$ cat src/rtl/gate_truth_table_sequencer_if.sv
// Bundle between the test/config master, the sequencer and the gate under test.
// The master view also drives c, since the gate model lives on the environment side.
`timescale 1ns/1ps
interface gate_truth_table_sequencer_if;
  logic       start;
  logic [3:0] expected;
  logic       a;
  logic       b;
  logic       c;
  logic       busy;
  logic       done;
  logic       pass;
  logic [3:0] result;
  logic [3:0] fail_mask;

  modport master (
    output start, expected, c,
    input  a, b, busy, done, pass, result, fail_mask
  );

  modport slave (
    input  start, expected, c,
    output a, b, busy, done, pass, result, fail_mask
  );
endinterface

$ cat src/rtl/gate_truth_table_sequencer.sv
// Walks a 2-input gate through all four input vectors, holding each for HOLD cycles,
// captures the gate output at the last held edge and compares against the expected table.
`timescale 1ns/1ps
module gate_truth_table_sequencer #(
  parameter int unsigned HOLD = 4
) (
  input logic                          clk,
  input logic                          rst,
  gate_truth_table_sequencer_if.slave  bus
);

  typedef enum logic [1:0] {
    IDLE  = 2'd0,
    DRIVE = 2'd1,
    DONE  = 2'd2
  } state_t;

  localparam logic [7:0] HOLD_LAST = 8'(HOLD - 1);

  state_t     r_state;
  logic [1:0] r_idx;
  logic [7:0] r_cnt;
  logic [3:0] r_exp;
  logic       r_a;
  logic       r_b;
  logic       r_busy;
  logic       r_done;
  logic       r_pass;
  logic [3:0] r_result;
  logic [3:0] r_fail_mask;

  logic [3:0] w_fail_next;
  logic [3:0] w_result_next;
  logic [1:0] w_idx_next;

  // Mask including the current capture, so pass can see vector 3 at the DONE transition.
  always_comb begin
    w_fail_next           = r_fail_mask;
    w_fail_next[r_idx]    = bus.c ^ r_exp[r_idx];
    w_result_next         = r_result;
    w_result_next[r_idx]  = bus.c;
    w_idx_next            = r_idx + 2'd1;
  end

  always_ff @(posedge clk) begin
    if (rst) begin
      r_state     <= IDLE;
      r_idx       <= '0;
      r_cnt       <= '0;
      r_exp       <= '0;
      r_a         <= 1'b0;
      r_b         <= 1'b0;
      r_busy      <= 1'b0;
      r_done      <= 1'b0;
      r_pass      <= 1'b0;
      r_result    <= '0;
      r_fail_mask <= '0;
    end else begin
      case (r_state)
        IDLE: begin
          r_a    <= 1'b0;
          r_b    <= 1'b0;
          r_busy <= 1'b0;
          r_done <= 1'b0;
          if (bus.start) begin
            r_exp       <= bus.expected;
            r_idx       <= '0;
            r_cnt       <= '0;
            r_result    <= '0;
            r_fail_mask <= '0;
            r_pass      <= 1'b0;
            r_busy      <= 1'b1;
            r_state     <= DRIVE;
          end
        end
        DRIVE: begin
          if (r_cnt == HOLD_LAST) begin
            r_result    <= w_result_next;
            r_fail_mask <= w_fail_next;
            r_cnt       <= '0;
            if (r_idx == 2'd3) begin
              r_a     <= 1'b0;
              r_b     <= 1'b0;
              r_busy  <= 1'b0;
              r_done  <= 1'b1;
              r_pass  <= (w_fail_next == '0);
              r_state <= DONE;
            end else begin
              r_idx <= w_idx_next;
              r_a   <= w_idx_next[0];
              r_b   <= w_idx_next[1];
            end
          end else begin
            r_cnt <= r_cnt + 8'd1;
          end
        end
        DONE: begin
          r_done  <= 1'b0;
          r_state <= IDLE;
        end
        default: r_state <= IDLE;
      endcase
    end
  end

  assign bus.a         = r_a;
  assign bus.b         = r_b;
  assign bus.busy      = r_busy;
  assign bus.done      = r_done;
  assign bus.pass      = r_pass;
  assign bus.result    = r_result;
  assign bus.fail_mask = r_fail_mask;

endmodule

$ cat src/flat_wrapper.sv
// flat-port wrapper written by rule: the top's interface ports become plain ports
module gate_truth_table_sequencer_flat 
#(
  parameter int unsigned HOLD = 4
)
  (clk, rst, bus_start, bus_expected, bus_c, bus_a, bus_b, bus_busy, bus_done, bus_pass, bus_result, bus_fail_mask);
  gate_truth_table_sequencer_if bus_i ();
  input logic clk;
  input logic rst;
  input wire logic [$bits(bus_i.start)-1:0] bus_start;
  input wire logic [$bits(bus_i.expected)-1:0] bus_expected;
  input wire logic [$bits(bus_i.c)-1:0] bus_c;
  output wire logic [$bits(bus_i.a)-1:0] bus_a;
  output wire logic [$bits(bus_i.b)-1:0] bus_b;
  output wire logic [$bits(bus_i.busy)-1:0] bus_busy;
  output wire logic [$bits(bus_i.done)-1:0] bus_done;
  output wire logic [$bits(bus_i.pass)-1:0] bus_pass;
  output wire logic [$bits(bus_i.result)-1:0] bus_result;
  output wire logic [$bits(bus_i.fail_mask)-1:0] bus_fail_mask;
  assign bus_i.start = bus_start;
  assign bus_i.expected = bus_expected;
  assign bus_i.c = bus_c;
  assign bus_a = bus_i.a;
  assign bus_b = bus_i.b;
  assign bus_busy = bus_i.busy;
  assign bus_done = bus_i.done;
  assign bus_pass = bus_i.pass;
  assign bus_result = bus_i.result;
  assign bus_fail_mask = bus_i.fail_mask;
  gate_truth_table_sequencer #(.HOLD(HOLD)) u_core (.clk(clk), .rst(rst), .bus(bus_i));
endmodule
$ cat config.mk
export PLATFORM = sky130hd
export DESIGN_NAME = gate_truth_table_sequencer_flat
export DESIGN_NICKNAME = d
export VERILOG_FILES = /design/src/rtl/gate_truth_table_sequencer_if.sv /design/src/rtl/gate_truth_table_sequencer.sv /design/src/flat_wrapper.sv
export SDC_FILE = /design/constraint.sdc
export NUM_CORES = 1
export LEC_CHECK = 0
export CAP_MARGIN = 20
export CORE_MARGIN = 4
export CORE_UTILIZATION = 52
export CTS_CLUSTER_DIAMETER = 120
export CTS_CLUSTER_SIZE = 20
export DETAILED_ROUTE_END_ITERATION = 8
export PLACE_DENSITY_LB_ADDON = 0.1
export SYNTH_ARGS = -nofsm -noshare
export SYNTH_HDL_FRONTEND = slang
export SYNTH_SLANG_ARGS = --single-unit
$ cat constraint.sdc
create_clock -name clk -period 2.1 [get_ports clk]
set_input_delay 0.42 -clock clk [delete_from_list [all_inputs] [get_ports clk]]
set_output_delay 0.42 -clock clk [all_outputs]
set_load 0.05 [all_outputs]
==> metrics.yaml, run 1 <==
place:
  io_buffers: 20
  routabilityCongestion: 0.839
  dp_cells: 202
  pre_cts_slack_ns: 0.151
  place_hpwl_mm: 2.21
global_route:
  grt_pass1_vias: 1167
  grt_antenna_before_repair: 0
  gr-total-overflow: 0
  grt_max_degree: 21
  gr-usage-all-layers_pct: 20.2
  grt_pass1_wl_mm: 5.31
synthesis:
  synth_seq_cells: 29
  synth-edff-count: 0
  syn_area_per_cell_um2: 9.05
  yosysTopAreaCell: "dfxtp_1"
  synthCells: 155
  yosysSeqAreaShare_pct: 41.4
  synth_top_area_share_pct: 41.4
  async_flop_share_pct: 0
  netlist_area_um2: 1400
  yosys-top-cells-area: "dfxtp_1, mux2i_1, nor2_1"
  synth_ff_type: "dfxtp_1"
  syn_nets: 168
  yosysUniqueCellTypes: 43
  ys_warn_count: 0
sta:
  setup_slack_ns: 0.148
  slew_violations: 0
  period_share_pct: 92.9
  fin_setup_tns_ns: 0
  hold_viol: 0
  rsz0062_at_grt: "false"
  worstMarginPinSlew_ns: 0.498
  relSlewSlack_pct: 66.7
  setup_viol: 0
  skew_ns: 0.0121
  finalCriticalPeriod_ns: 1.95
  fmax_mhz: 512
drt:
  drc: 0
  highest_layer: "met4"
  vias_per_cell: 5.61
  ant_nets: 0
  wl_per_cell_um: 14.4
  wl_met2_mm: 1.38
  drt-met1-wl_mm: 1.43
  routed_wl_mm: 3.03
  firstDrtPassIters: 4
  drtIter0Drc: 46
  dr_wl_met3_um: 170
  dr_total_vias: 1184
worst_setup_path:
  worstReg2RegEnd: "u_core.bus.fail_mask[2]"
  critPathMaxFanout: 2
  rr_startpoint: "u_core.r_cnt[0]"
  required_ns: 1.68
  crit_chain: "clkdlybuf4s50_1"
  critPathKind: "reg2out"
  path_delay_family: "buffers and inverters"
  ff2ff_setup_slack_ns: 0.20
  arrival_ns: 1.53
  crit_end: "bus_done"
  slowest_stage: "clkdlybuf4s50_1"
  endpoint_kind: "output pin"
  path_buf_inv: 1
  reg2regPathDepth: 7
  startpoint: "u_core.bus.done"
  critical_path_depth: 1
  critical-path-max-stage-delay_ns: 0.81
  cp-start-kind: "flop"
floorplan:
  fp.dieH_um: 59.9
  fp-row-count: 18
  start_util_pct: 55.6
  core-area_um2: 2520
  die_area_um2: 3590
  num_io_pins: 21
  fp.dieW_um: 59.9
clock_tree:
  clk_pin_slew_ns: 0.11
  cts.sinks: 29
  cts_buffers: 5
  cts_tree: "built"
  root_buffer: "clkbuf_4"
  h-tree-depth: 2
  insertion_delay_ns: 0.34
  cts_buffer_depth: 2
  cts_resized: 0
power:
  seq_power_share_pct: 55.7
  power_density_nw_per_um2: 606
  clkPwrFrac_pct: 32.8
  ir_drop_mv: 0.509
  p_sw_share_pct: 28.2
  switching_power_uw: 291
  intPower_uw: 739
  leakage_nw: 0.650
  pwr-share-comb_pct: 11.4
  power_mw: 1.03
final_layout:
  final_util_pct: 67.4
  final_cell_mix: "dfxtp_1, nor2_1, clkdlybuf4s50_1"
  nets: 193
  antenna_cells: 0
  final_cells: 211
  final_common_cell: "dfxtp_1"
  layout-drive-gt1-share_pct: 11.0
  area_delta_synth_final_pct: 21.1
run:
  maxCapViolCount: 0
min_path:
  hold_class: "reg2reg"
outcome:
  status: "finished, final reports clean"
-- worst min-delay path by stage --
stage	cells past startpoint	slack [ns]	from	end
6_report	2	0.47	u_core.bus.result[0]	u_core.bus.result[0]
5_1_grt	2	0.50	u_core.bus.result[0]	u_core.bus.result[0]
4_1_cts	2	0.48	u_core.bus.result[0]	u_core.bus.result[0]
3_5_place_dp	2	0.46	u_core.bus.result[2]	u_core.bus.result[2]
3_3_place_gp	2	0.45	u_core.bus.result[2]	u_core.bus.result[2]
2_1_floorplan	2	0.45	u_core.r_exp[2]	u_core.r_exp[2]
-- registers in the layout, indices dropped and copies added, names as in the netlist --
| name | cells |
|---|---|
| u_core.bus.a | 1 |
| u_core.bus.b | 1 |
| u_core.bus.busy | 1 |
| u_core.bus.done | 1 |
| u_core.bus.fail_mask | 4 |
| u_core.bus.pass | 1 |
| u_core.bus.result | 4 |
| u_core.r_cnt | 8 |
| u_core.r_exp | 4 |
| u_core.r_idx | 2 |
| u_core.r_state | 2 |
-- synth_stat cells, types with 2 or more instances --
cell,n
buf_1,2
ha_1,5
a31oi_1,4
and4_1,2
xor2_1,4
dfxtp_1,29
inv_1,4
a22oi_1,2
mux2i_1,10
a21oi_1,7
nand3_1,6
nor4_1,2
nor2b_1,4
a21o_1,2
clkbuf_1,3
nand2_1,13
nand4_1,2
nor2_1,20
o2bb2ai_1,2
o21ai_1,6
a22o_1,2
o21ai_0,3
-- cells by family after synthesis --
logic type                 Yosys count  synth area share [%]
AOI/OAI and AO/OA                   32                  14.5
DFF                                 29                  41.4
and+or+nand+nor                     64                  25.3
buffers and inverters                9                  2.41
muxes                               11                  8.74
xor gates and xnor gates             5                  3.12
adders and majority gates            5                  4.46
-- power by group through the flow --
| stage | sequential [mW] | combinational (mW) | clock (mW) |
|---|---|---|---|
| after floorplan | 0.590 | 0.0727 | 0 |
| after global placement | 0.586 | 0.114 | 0 |
| after detailed placement | 0.587 | 0.117 | 0 |
| after CTS | 0.574 | 0.117 | 0.343 |
| after global routing | 0.577 | 0.129 | 0.381 |
| final | 0.574 | 0.118 | 0.338 |
-- final cells by class --
cell class	instances	area [µm²]
well taps	30	37.5
fillers	235	823
clock inverters	3	17.5
repair buffers	23	223
inverters	4	15.0
clock buffers	5	37.5
flip-flops and latches	29	581
multi-input cells	117	788
-- through the flow --
stage               cell area [µm²]  hold WS (ns)
CTS                            1690         0.475
detailed placement             1640         0.461
global route                   1700         0.499
finish                         1700         0.472
global placement               1640         0.447
floorplan                      1400         0.455
-- metal layers --
layer / global-route usage [%] / up-vias
li1: - / 601
met1: 26.1 / 542
met2: 30.4 / 34
met3: 7.34 / 7
met4: 7.91 / 0
met5: 0 / -
-- what timing repair did --
action / CTS / global route
buffers inserted: 0 / 1
hold buffers: 0 / 0
endpoints found under the setup margin: 0 / 2
(Power assumes the default switching activity.)
==> run 2: changes to the inputs <==
==> constraint.sdc (replaced) <==
create_clock -name clk -period 2.2 [get_ports clk]
set_input_delay 0.44 -clock clk [delete_from_list [all_inputs] [get_ports clk]]
set_output_delay 0.44 -clock clk [all_outputs]
set_load 0.05 [all_outputs]
==> run 2 against run 1 <==
Effect of this change:
- non-clock buffer count up 1
- first-iteration DRC count down 35%
- sequential power down 4.5%
- wire length up 1.2%
- highest routed layer unchanged
- via count up 3.4%
- largest power group unchanged
==> metrics.yaml, run 2 (synthesis gave the netlist of run 1 again) <==
outcome:
  status: "finished, final reports clean"
final_layout:
  area_delta_synth_final_pct: 21.4
  regMostFlops: "u_core.r_cnt"
  final_util_pct: 67.5  # +0.15 points
  largest_reg_flops: 8  # unchanged
  final_cell_mix: "dfxtp_1, nor2_1, clkdlybuf4s50_1"
  antenna_cells: 0  # unchanged
  design_area_um2: 1700  # +0.22%
  nets: 194  # +0.52%
  fillers: 230  # -2.1%
  final_cells: 212  # +0.47%
  final_common_cell: "dfxtp_1"
  layout-drive-gt1-share_pct: 11.0  # -0.061 points
sta:
  worstMarginPinSlew_ns: 0.498  # -0.000516 ns
  setup_slack_ns: 0.149  # +0.000491 ns
  slew_violations: 0  # unchanged
  hold_ws_ns: 0.468  # -0.00457 ns
  hold_viol: 0  # unchanged
  period_share_pct: 93.2
  finalCriticalPeriod_ns: 2.05
  rsz0062_at_grt: "false"
  fin_setup_tns_ns: 0  # unchanged
  relSlewSlack_pct: 66.7  # about the same
  fmax_mhz: 488
  skew_ns: 0.00707  # -0.00507 ns
  setup_viol: 0  # unchanged
clock_tree:
  cts_buffer_depth: 2  # unchanged
  cts_setup_buffers: 0  # unchanged
  cts_buffers: 5  # unchanged
  insertion_delay_ns: 0.33  # about the same
  h-tree-depth: 2  # unchanged
  cts.sinks: 29  # unchanged
  cts_resized: 0  # unchanged
  clk_pin_slew_ns: 0.10  # about the same
  cts_tree: "built"
  cts_hold_buf: 0  # unchanged
  root_buffer: "clkbuf_4"
drt:
  wl_per_cell_um: 14.5  # +0.74%
  firstDrtPassIters: 4  # unchanged
  ant_nets: 0  # unchanged
  drtIter0Drc: 30  # -35%
  vias_per_cell: 5.77  # +2.9%
  dr_total_vias: 1224  # +3.4%
  drc: 0  # unchanged
  routed_wl_mm: 3.07  # +1.2%
place:
  place_area_um2: 1650  # +0.92%
  dp_cells: 204  # +0.99%
  io_buffers: 20  # unchanged
  routabilityCongestion: 0.833  # -0.79%
  pre_cts_slack_ns: 0.180  # +0.0290 ns
  place_hpwl_mm: 2.33  # +5.2%
worst_setup_path:
  critPathKind: "reg2reg"
  slowest_stage: "dfxtp_1"
  path_buf_inv: 0  # -1
  cp-start-kind: "flop"
  arrival_ns: 2.29  # +0.76 ns
  endpoint_kind: "flop"
  path_delay_family: "compound AO/OA/AOI/OAI gates"
  critical-path-max-stage-delay_ns: 0.41  # -0.40 ns
  required_ns: 2.44  # +0.76 ns
  crit_chain: "ha_1 -> nor4b_4 -> a31oi_1 -> o21bai_2 -> o21ai_1 -> a22o_1"
  critPathMaxFanout: 7  # +5
power:
  pwr-share-comb_pct: 11.8  # +0.4 points
  leakage_nw: 0.656  # +0.82%
  clkPwrFrac_pct: 32.3  # -0.5 points
  seq_power_share_pct: 55.8  # about the same
  p_sw_share_pct: 27.8  # -0.49 points
  intPower_uw: 709  # -4.0%
  switching_power_uw: 272  # -6.3%
  power_uw: 982  # -4.7%
  ir_drop_mv: 0.510  # +0.25%
  power_density_nw_per_um2: 576  # -4.9%
global_route:
  grt_max_degree: 15  # -29%
  grt_busiest_layer: "met2"
  use_met2_pct: 30.1  # -0.31 points
  gr-total-overflow: 0  # unchanged
  grt_pass1_wl_mm: 5.29  # -0.40%
  grt_antenna_before_repair: 0  # unchanged
  grt_pass1_vias: 1188  # +1.8%
  met3_usage_pct: 5.18  # -2.2 points
  gr-usage-met1_pct: 26.2  # +0.14 points
  gr-usage-all-layers_pct: 19.9  # -0.28 points
run:
  maxCapViolCount: 0  # unchanged
floorplan:
  die_area_um2: 3590  # unchanged
  fp.dieW_um: 59.9  # unchanged
  start_util_pct: 55.6  # unchanged
  fp-row-count: 18  # unchanged
  fp.dieH_um: 59.9  # unchanged
  core-area_um2: 2520  # unchanged
  num_io_pins: 21  # unchanged
min_path:
  hold_class: "reg2reg"
run 2: changes by cell type in the layout (fill, tap and decap cells not counted):
cell / delta
buf_4: +1
clkinvlp_4: -1
clkbuf_1: +1
run 2: final timing paths:
path | from | endpoint | slack, ns | cells past startpoint
max reg2reg | u_core.r_cnt[0] | u_core.bus.fail_mask[2] | 0.15 | 6
min reg2reg | u_core.bus.result[0] | u_core.bus.result[0] | 0.47 | 2
min | u_core.bus.result[0] | u_core.bus.result[0] | 0.47 | 2
max | u_core.r_cnt[0] | u_core.bus.fail_mask[2] | 0.15 | 6
run 2: per-layer routing:
| metal | part of all wire [%] | up-vias | routed length, µm |
|---|---|---|---|
| li1 | - | 602 | - |
| met1 | 47 | 575 | 1430 |
| met2 | 46 | 39 | 1410 |
| met3 | 5.0 | 8 | 154 |
| met4 | 2.5 | 0 | 76 |
| met5 | 0 | - | 0 |
run 2: power groups by stage:
stage	sequential [mW]	clock [mW]	combinational [mW]
floorplan	0.563	0	0.0694
global placement	0.559	0	0.113
detailed placement	0.560	0	0.115
CTS	0.548	0.325	0.116
global route	0.551	0.347	0.129
finish	0.548	0.318	0.116
run 2: area by class of cell:
class                      instances  area, µm²  share of cell area, %
tap                               30       37.5                   2.20
clock inverter                     2       10.0                  0.588
inverter                           4       15.0                  0.882
clock buffer                       6       41.3                   2.42
multi-input combinational        117        788                   46.3
sequential                        29        581                   34.1
timing repair buffer              24        230                   13.5
run 2: worst min-delay path: stages (launching register included):
cell and delay, ns:
dfxtp_1 0.32, nand2_1 0.05, mux2i_1 0.05
==> run 3: changes to the inputs <==
--- a/config.mk
+++ b/config.mk
@@ -7,7 +7,8 @@
 export LEC_CHECK = 0
 export CAP_MARGIN = 20
 export CORE_MARGIN = 4
-export CORE_UTILIZATION = 52
+export CORE_UTILIZATION = 55
+export CTS_BUF_LIST = sky130_fd_sc_hd__clkbuf_2
 export CTS_CLUSTER_DIAMETER = 120
 export CTS_CLUSTER_SIZE = 20
 export DETAILED_ROUTE_END_ITERATION = 8
==> run 3 against run 2 <==
Effect of this change:
- largest cell class unchanged
- core utilization up 0.99 points
- critical path depth down 5
- highest routed layer unchanged
- fmax up 2.1%
- non-clock buffer count down 1
- final area down 1.2%
==> metrics.yaml, run 3 (synthesis gave the netlist of run 1 again) <==
clock_tree:
  cts_setup_buffers: 0  # unchanged
  insertion_delay_ns: 0.37  # +0.04 ns
  cts.sinks: 29  # unchanged
  cts_hold_buf: 0  # unchanged
  cts_buffers: 5  # unchanged
  cts_resized: 0  # unchanged
  root_buffer: "clkbuf_2"
  clk_pin_slew_ns: 0.15  # +0.05 ns
  h-tree-depth: 2  # unchanged
  cts_buffer_depth: 2  # unchanged
  cts_tree: "built"
worst_setup_path:
  endpoint_kind: "output pin"
  critPathMaxFanout: 3  # -4
  crit_chain: "clkdlybuf4s50_1"
  cp-start-kind: "flop"
  slowest_stage: "clkdlybuf4s50_1"
  path_delay_family: "buffers and inverters"
  path_buf_inv: 1  # +1
  critPathKind: "reg2out"
  critical-path-max-stage-delay_ns: 0.82  # +0.41 ns
  required_ns: 1.76  # -0.68 ns
  arrival_ns: 1.57  # -0.72 ns
final_layout:
  regMostFlops: "u_core.r_cnt"
  design_area_um2: 1680  # -1.2%
  fillers: 197  # -14%
  final_cells: 211  # -0.47%
  nets: 193  # -0.52%
  final_cell_mix: "dfxtp_1, nor2_1, clkdlybuf4s50_1"
  area_delta_synth_final_pct: 19.9
  layout-drive-gt1-share_pct: 9.94  # -1.0 points
  final_common_cell: "dfxtp_1"
  antenna_cells: 0  # unchanged
  largest_reg_flops: 8  # unchanged
global_route:
  grt_pass1_vias: 1226  # +3.2%
  gr-total-overflow: 0  # unchanged
  grt_max_degree: 18  # +3
  gr-usage-all-layers_pct: 21.3  # +1.4 points
  grt_pass1_wl_mm: 5.53  # +4.6%
  grt_antenna_before_repair: 0  # unchanged
outcome:
  status: "finished, final reports clean"
sta:
  fmax_mhz: 498  # +2.1%
  slew_violations: 0  # unchanged
  finalCriticalPeriod_ns: 2.01  # -0.0415 ns
  hold_viol: 0  # unchanged
  setup_viol: 0  # unchanged
  rsz0062_at_grt: "false"
  fin_setup_tns_ns: 0  # unchanged
  relSlewSlack_pct: 66.0  # -0.66 points
  skew_ns: 0.0155  # +0.00840 ns
  worstMarginPinSlew_ns: 0.508  # +0.00990 ns
  setup_slack_ns: 0.190  # +0.0415 ns
  period_share_pct: 91.3  # -1.9 points
floorplan:
  core-area_um2: 2450  # -2.7%
  fp.dieH_um: 58.5  # -2.4%
  start_util_pct: 57.1  # +1.5 points
  fp.dieW_um: 58.5  # -2.4%
  die_area_um2: 3420  # -4.7%
  fp-row-count: 18  # unchanged
  num_io_pins: 21  # unchanged
place:
  io_buffers: 20  # unchanged
  routabilityCongestion: 0.785  # -5.7%
  pre_cts_slack_ns: 0.279  # +0.0990 ns
  place_area_um2: 1640  # -0.45%
  dp_cells: 203  # -0.49%
  place_hpwl_mm: 2.26  # -2.9%
power:
  power_density_nw_per_um2: 541  # -6.1%
  ir_drop_mv: 0.408  # -20%
  leakage_nw: 0.647  # -1.3%
drt:
  drtIter0Drc: 51  # +70%
  drc: 0  # unchanged
  firstDrtPassIters: 4  # unchanged
  dr_total_vias: 1210  # -1.1%
  vias_per_cell: 5.73  # -0.68%
  routed_wl_mm: 3.02  # -1.6%
  wl_per_cell_um: 14.3  # -1.1%
  ant_nets: 0  # unchanged
run:
  maxCapViolCount: 0  # unchanged
min_path:
  hold_class: "reg2reg"
-- run 3: cell types whose count changed in the layout (fill, tap and decap cells not counted), sizes merged --
cell / change
clkinv: +1
buf: -1
clkbuf: -1
-- run 3: area by class of cell --
| type | count | area, µm² | area share, % |
|---|---|---|---|
| Clock buffer | 5 | 25.0 | 1.49 |
| Clock inverter | 3 | 12.5 | 0.744 |
| Inverter | 4 | 15.0 | 0.893 |
| Multi-Input combinational cell | 117 | 788 | 46.9 |
| Sequential cell | 29 | 581 | 34.5 |
| Tap cell | 30 | 37.5 | 2.23 |
| Timing Repair Buffer | 23 | 223 | 13.2 |
-- run 3: routing by layer --
layer | global-route usage, % | up-vias | part of all wire (%) | routed length, µm
met5 | 0 | - | 0 | 0
met3 | 6.80 | 6 | 4.3 | 131
li1 | - | 606 | - | -
met4 | 8.61 | 0 | 1.5 | 46
met1 | 25.7 | 578 | 43 | 1310
met2 | 35.1 | 20 | 51 | 1530
-- run 3: final timing paths --
path / to / cells after the start / slack [ns] / startpoint
max: bus_fail_mask[0] / 1 / 0.19 / u_core.bus.fail_mask[0]
min reg2reg: u_core.bus.result[2] / 2 / 0.48 / u_core.bus.result[2]
min: u_core.bus.result[2] / 2 / 0.48 / u_core.bus.result[2]
max reg2reg: u_core.bus.fail_mask[2] / 6 / 0.24 / u_core.r_cnt[0]
-- run 3: report_power, final --
part	internal [mW]	total (mW)	switching (mW)
Clock	0.0693	0.250	0.180
Sequential	0.537	0.549	0.0122
Combinational	0.0488	0.112	0.0631
Total	0.655	0.911	0.256
-- run 3: stage by stage --
| stage | utilization (%) | hold slack [ns] | total power [mW] |
|---|---|---|---|
| after detailed placement | 67.0 | 0.458 | 0.672 |
| after floorplan | - | 0.455 | 0.632 |
| after CTS | 68.5 | 0.481 | 0.921 |
| after global routing | 68.5 | 0.518 | 0.954 |
| after global placement | 67.0 | 0.448 | 0.668 |
| final | 68.5 | 0.476 | 0.911 |
==> RTL change 1 (config.mk and constraints of run 2) <==
Re-encode `state_t` (3 states) as one-hot, 3 bits wide.
--- a/src/rtl/gate_truth_table_sequencer.sv
+++ b/src/rtl/gate_truth_table_sequencer.sv
@@ -11,6 +11,6 @@
 
-  typedef enum logic [1:0] {
-    IDLE  = 2'd0,
-    DRIVE = 2'd1,
-    DONE  = 2'd2
+  typedef enum logic [2:0] {
+    IDLE  = 3'b001,
+    DRIVE = 3'b010,
+    DONE  = 3'b100
   } state_t;
Check against the original RTL: same outputs for any inputs over 10 cycles, from zero or initial values and one cycle with rst high; not proved beyond that.
==> RTL change 1 against run 2 <==
Final area increased by 1.0%. Die area increased by 1.8%. Setup slack improved by 0.098 ns. Global-route usage decreased by 0.90 points. Wire length decreased by 0.23%. Sequential cell count increased by 1. Fmax increased by 5.0%. Sequential share of layout area increased by 0.82 points. Area after synthesis increased by 2.1%. Cell count unchanged. Power increased by 1.0%. Critical path type is now flop to output port. Critical endpoint is now bus_fail_mask[2]. Highest routed layer unchanged.
==> RTL change 1: results (changes against run 2) <==
* Post-Route Skew at 0.00928 ns (was 0.00707 ns)
* Reg2reg end: u_core.bus.a$_SDFFE_PP0P_ (was u_core.bus.fail_mask[2]$_SDFFE_PP0P_)
* Status: finished clean (unchanged)
* Drt total wl at 3060 microns (was 3070 microns)
* Setup crit start: u_core.bus.fail_mask[2]$_SDFFE_PP0P_ (was u_core.r_cnt[0]$_SDFFE_PP0P_)
* CP max stage delay at 0.82 ns (was 0.41 ns)
* XOR/XNOR share of the synthesized area at 0.0122 (was 0.0312)
* WP data arrival at 1.51 ns (was 2.29 ns)
* Hold Slack at 0.446 ns (was 0.468 ns)
* Worst Hold Launch: u_core.bus.done$_SDFFE_PP0P_ (was u_core.bus.result[0]$_SDFFE_PP0P_)
* Synth cell count leaders: dfxtp_1, a21oi_1, nand2_1, nand3_1, nor2_1 (was dfxtp_1, nor2_1, nand2_1, mux2i_1, a21oi_1)
* Setup WS pre-CTS at 0.264 ns (was 0.180 ns)
* Share of cells above drive strength 1 at 0.104 (was 0.110)
* Pleak at 0.622 nW (was 0.656 nW)
* Syn Area/Cell at 9.12 sq um (was 9.05 sq um)
* TritonRoute pass-1 iters at 5 (was 4)
* Met3 usage at 0.0447 (was 0.0518)
* Count of cell types in the netlist at 40 (was 43)
* Delay-heaviest family, CP: buffers and inverters (was compound AO/OA/AOI/OAI gates)
* Register-to-register setup slack at 0.34 ns (was 0.15 ns)
* Placer Congestion at 0.801 (was 0.833)
* First-pass GRT wire length at 5310 microns (was 5290 microns)
* Met2 GRT Util at 0.310 (was 0.301)
* Ranking of synthesized cells by area: dfxtp_1, a21oi_1, ha_1 (was dfxtp_1, mux2i_1, nor2_1)
* Vias per cell at 6.09 (was 5.77)
* Worst path slowest cell: clkdlybuf4s50_1 (was dfxtp_1)
* GRT Total Usage at 0.190 (was 0.199)
* Seq/Total Area, Yosys at 0.420 (was 0.414)
* HPWL Detailed at 2210 microns (was 2330 microns)
* CP max FO at 3 (was 7)
* Adder-Cell Fraction of Synth Area at 0.0437 (was 0.0446)
* Routed length on met2 at 1440 microns (was 1410 microns)
* Met3 wire len at 152 microns (was 154 microns)
* Crit path capture: bus_fail_mask[2] (was u_core.bus.fail_mask[2]$_SDFFE_PP0P_)
## RTL change 1: cell types whose count changed in the layout (fill, tap and decap cells not counted), moves of 4 or more
cell,before,now
a21oi_1,7,16
mux2i_1,10,4
nand3_1,6,10
nor2_1,20,9
nor2b_1,4,0
o21ai_1,6,0
xor2_1,4,0
## RTL change 1: area by class of cell
class	count	area (sq um)
multi-input combinational	114	773
sequential	30	601
fill	234	825
inverter	7	26.3
tap	30	37.5
clock inverter	1	5.00
timing repair buffer	23	223
clock buffer	7	55.1
## RTL change 1: where the power goes
part / total [mW] / internal, mW / switching, mW / leakage (nW)
Clock: 0.339 / 0.155 / 0.184 / 0.0353
Combinational: 0.0921 / 0.0353 / 0.0569 / 0.344
Sequential: 0.561 / 0.553 / 0.00779 / 0.243
==> RTL change 2 (flow settings as in run 2) <==
Made on the original files. Make the reset (`rst`) asynchronous in one clocked block.
--- a/src/rtl/gate_truth_table_sequencer.sv
+++ b/src/rtl/gate_truth_table_sequencer.sv
@@ -44,3 +44,3 @@
 
-  always_ff @(posedge clk) begin
+  always_ff @(posedge clk or posedge rst) begin
     if (rst) begin
Behaviour: differs if rst is asserted again (counterexample within 4 cycles, from zero or initial values and one cycle with rst high); with rst held inactive, the same outputs for 10 cycles.
==> RTL change 2 against run 2 <==
Synthesized cell count fell by 3.9%. Wire length rose by 9.6%. Critical endpoint is now bus_fail_mask[0]. Final area rose by 7.6%. First-iteration DRC count rose by 37%. Area after synthesis rose by 8.0%. Setup slack improved by 0.039 ns. Sequential cell count did not move. Power fell by 4.7%. Sequential power fell by 0.7%.
==> RTL change 2: results (changes against run 2) <==
* WP data arrival at 1.57 ns (was 2.29 ns)
* R2R cell count at 5 (was 6)
* Post-Place Cells at 201 (was 204)
* Reg2reg end: u_core.r_cnt[6]$_DFFE_PP0P_ (was u_core.bus.fail_mask[2]$_SDFFE_PP0P_)
* Register-to-register setup slack at 0.25 ns (was 0.15 ns)
* Status: finished clean (unchanged)
* CTS buffer count at 5 (unchanged)
* Met3 usage at 0.0661 (was 0.0518)
* Synth cell count leaders: dfrtp_1, nand2_1, o21ai_1 (was dfxtp_1, nor2_1, nand2_1, mux2i_1, a21oi_1)
* Fill count at 233 (was 230)
* Syn Nets at 162 (was 168)
* Final cell count without fillers at 208 (was 212)
* Pleak at 0.789 nW (was 0.656 nW)
* Top reg by flops: u_core.r_cnt (unchanged)
* Met2 GRT Util at 0.315 (was 0.301)
* Number of global-route vias before repair at 1192 (was 1188)
* GRT Total Usage at 0.199 (about the same)
* Ranking of synthesized cells by area: dfrtp_1, nand2_1, o21ai_1 (was dfxtp_1, mux2i_1, nor2_1)
* CP max FO at 3 (was 7)
* Clock latency on the worst-skew pair at 0.33 ns (about the same)
* Max-slew headroom at 0.648 (was 0.667)
* Vias per cell at 5.96 (was 5.77)
* HPWL Detailed at 2390 microns (was 2330 microns)
* First-pass GRT wire length at 5480 microns (was 5290 microns)
* Share of cells above drive strength 1 at 0.124 (was 0.110)
* Setup crit start: u_core.bus.fail_mask[0]$_DFFE_PP0P_ (was u_core.r_cnt[0]$_SDFFE_PP0P_)
* Root Driver: clkbuf_4 (unchanged)
* Placer Congestion at 0.817 (was 0.833)
* TritonRoute pass-1 iters at 4 (unchanged)
* Post-Route Skew at 0.0123 ns (was 0.00707 ns)
* Iter 0 DRT Violations at 41 (was 30)
* Post-synth ARST share at 1.00 (was 0)
* Sw Share at 0.235 (was 0.278)
* Worst r2r src: u_core.r_cnt[0]$_DFFE_PP0P_ (was u_core.r_cnt[0]$_SDFFE_PP0P_)
* CP max stage delay at 0.82 ns (was 0.41 ns)
* Peak supply drop at 514 uV (was 510 uV)
* Worst hold path class: primary input to async pin (was flop to flop)
* IO Port Bufs at 20 (unchanged)
* Crit path capture: bus_fail_mask[0] (was u_core.bus.fail_mask[2]$_SDFFE_PP0P_)
* Clock buffer depth at 2 (unchanged)
* Antenna cells at 0 (unchanged)
* Seq/Total Area, Yosys at 0.479 (was 0.414)
* Largest net degree at the start of global routing at 30 (was 15)
* Worst path slowest cell: clkdlybuf4s50_1 (was dfxtp_1)
* Fin nets at 190 (was 194)
* Delay-heaviest family, CP: buffers and inverters (was compound AO/OA/AOI/OAI gates)
* Count of cell types in the netlist at 41 (was 43)
* Syn Area/Cell at 10.2 sq um (was 9.05 sq um)
* Met1 GRT Util at 0.254 (was 0.262)
* Routed wire length per instance at 16.2 microns (was 14.5 microns)
==> RTL change 2: worst register-to-register path: stages (launching register included) <==
cell,delay [ns]
dfrtp_1,0.39
ha_1,0.26
or4b_4,0.56
o21ai_2,0.33
o21ai_1,0.12
a21o_1,0.18
==> RTL change 2: cells by family after synthesis <==
family,after synthesis,synth area share
and+or+nand+nor,53,0.191
adders and majority gates,5,0.0413
muxes,6,0.0479
buffers and inverters,11,0.0297
DFF,29,0.479
xor gates and xnor gates,1,0.00578
AOI/OAI and AO/OA,44,0.206
==> RTL change 2: final cells by class <==
type	instances	area (sq um)	share of cell area
Clock buffer	7	55.1	0.0301
Multi-Input combinational cell	109	744	0.406
Sequential cell	29	726	0.396
Tap cell	31	38.8	0.0212
Inverter	6	22.5	0.0123
Timing Repair Buffer	26	245	0.134
==> RTL change 2: power groups by stage <==
| stage | logic [mW] | clock network, mW | registers [mW] |
|---|---|---|---|
| final | 0.0589 | 0.332 | 0.544 |
| after global routing | 0.0643 | 0.367 | 0.545 |
| after floorplan | 0.0187 | 0 | 0.567 |
| after detailed placement | 0.0595 | 0 | 0.555 |
| after global placement | 0.0583 | 0 | 0.554 |
| after CTS | 0.0598 | 0.339 | 0.544 |
==> RTL change 2: metrics by stage <==
step	hold slack, ns	utilization	worst slack, ns	power (mW)	cell area, sq um
after detailed placement	0.466	0.639	0.0715	0.614	1780
after global placement	0.455	0.639	0.144	0.612	1780
after CTS	0.473	0.659	0.182	0.943	1830
after global routing	0.490	0.659	0.106	0.977	1830
after floorplan	0.440	-	0.473	0.586	1520
final	0.462	0.659	0.188	0.935	1830
==> RTL change 2: layer usage <==
metal,share of wire,vias up
met5,0,-
met4,0.013,0
met3,0.048,7
met2,0.48,23
met1,0.46,609
li1,-,600
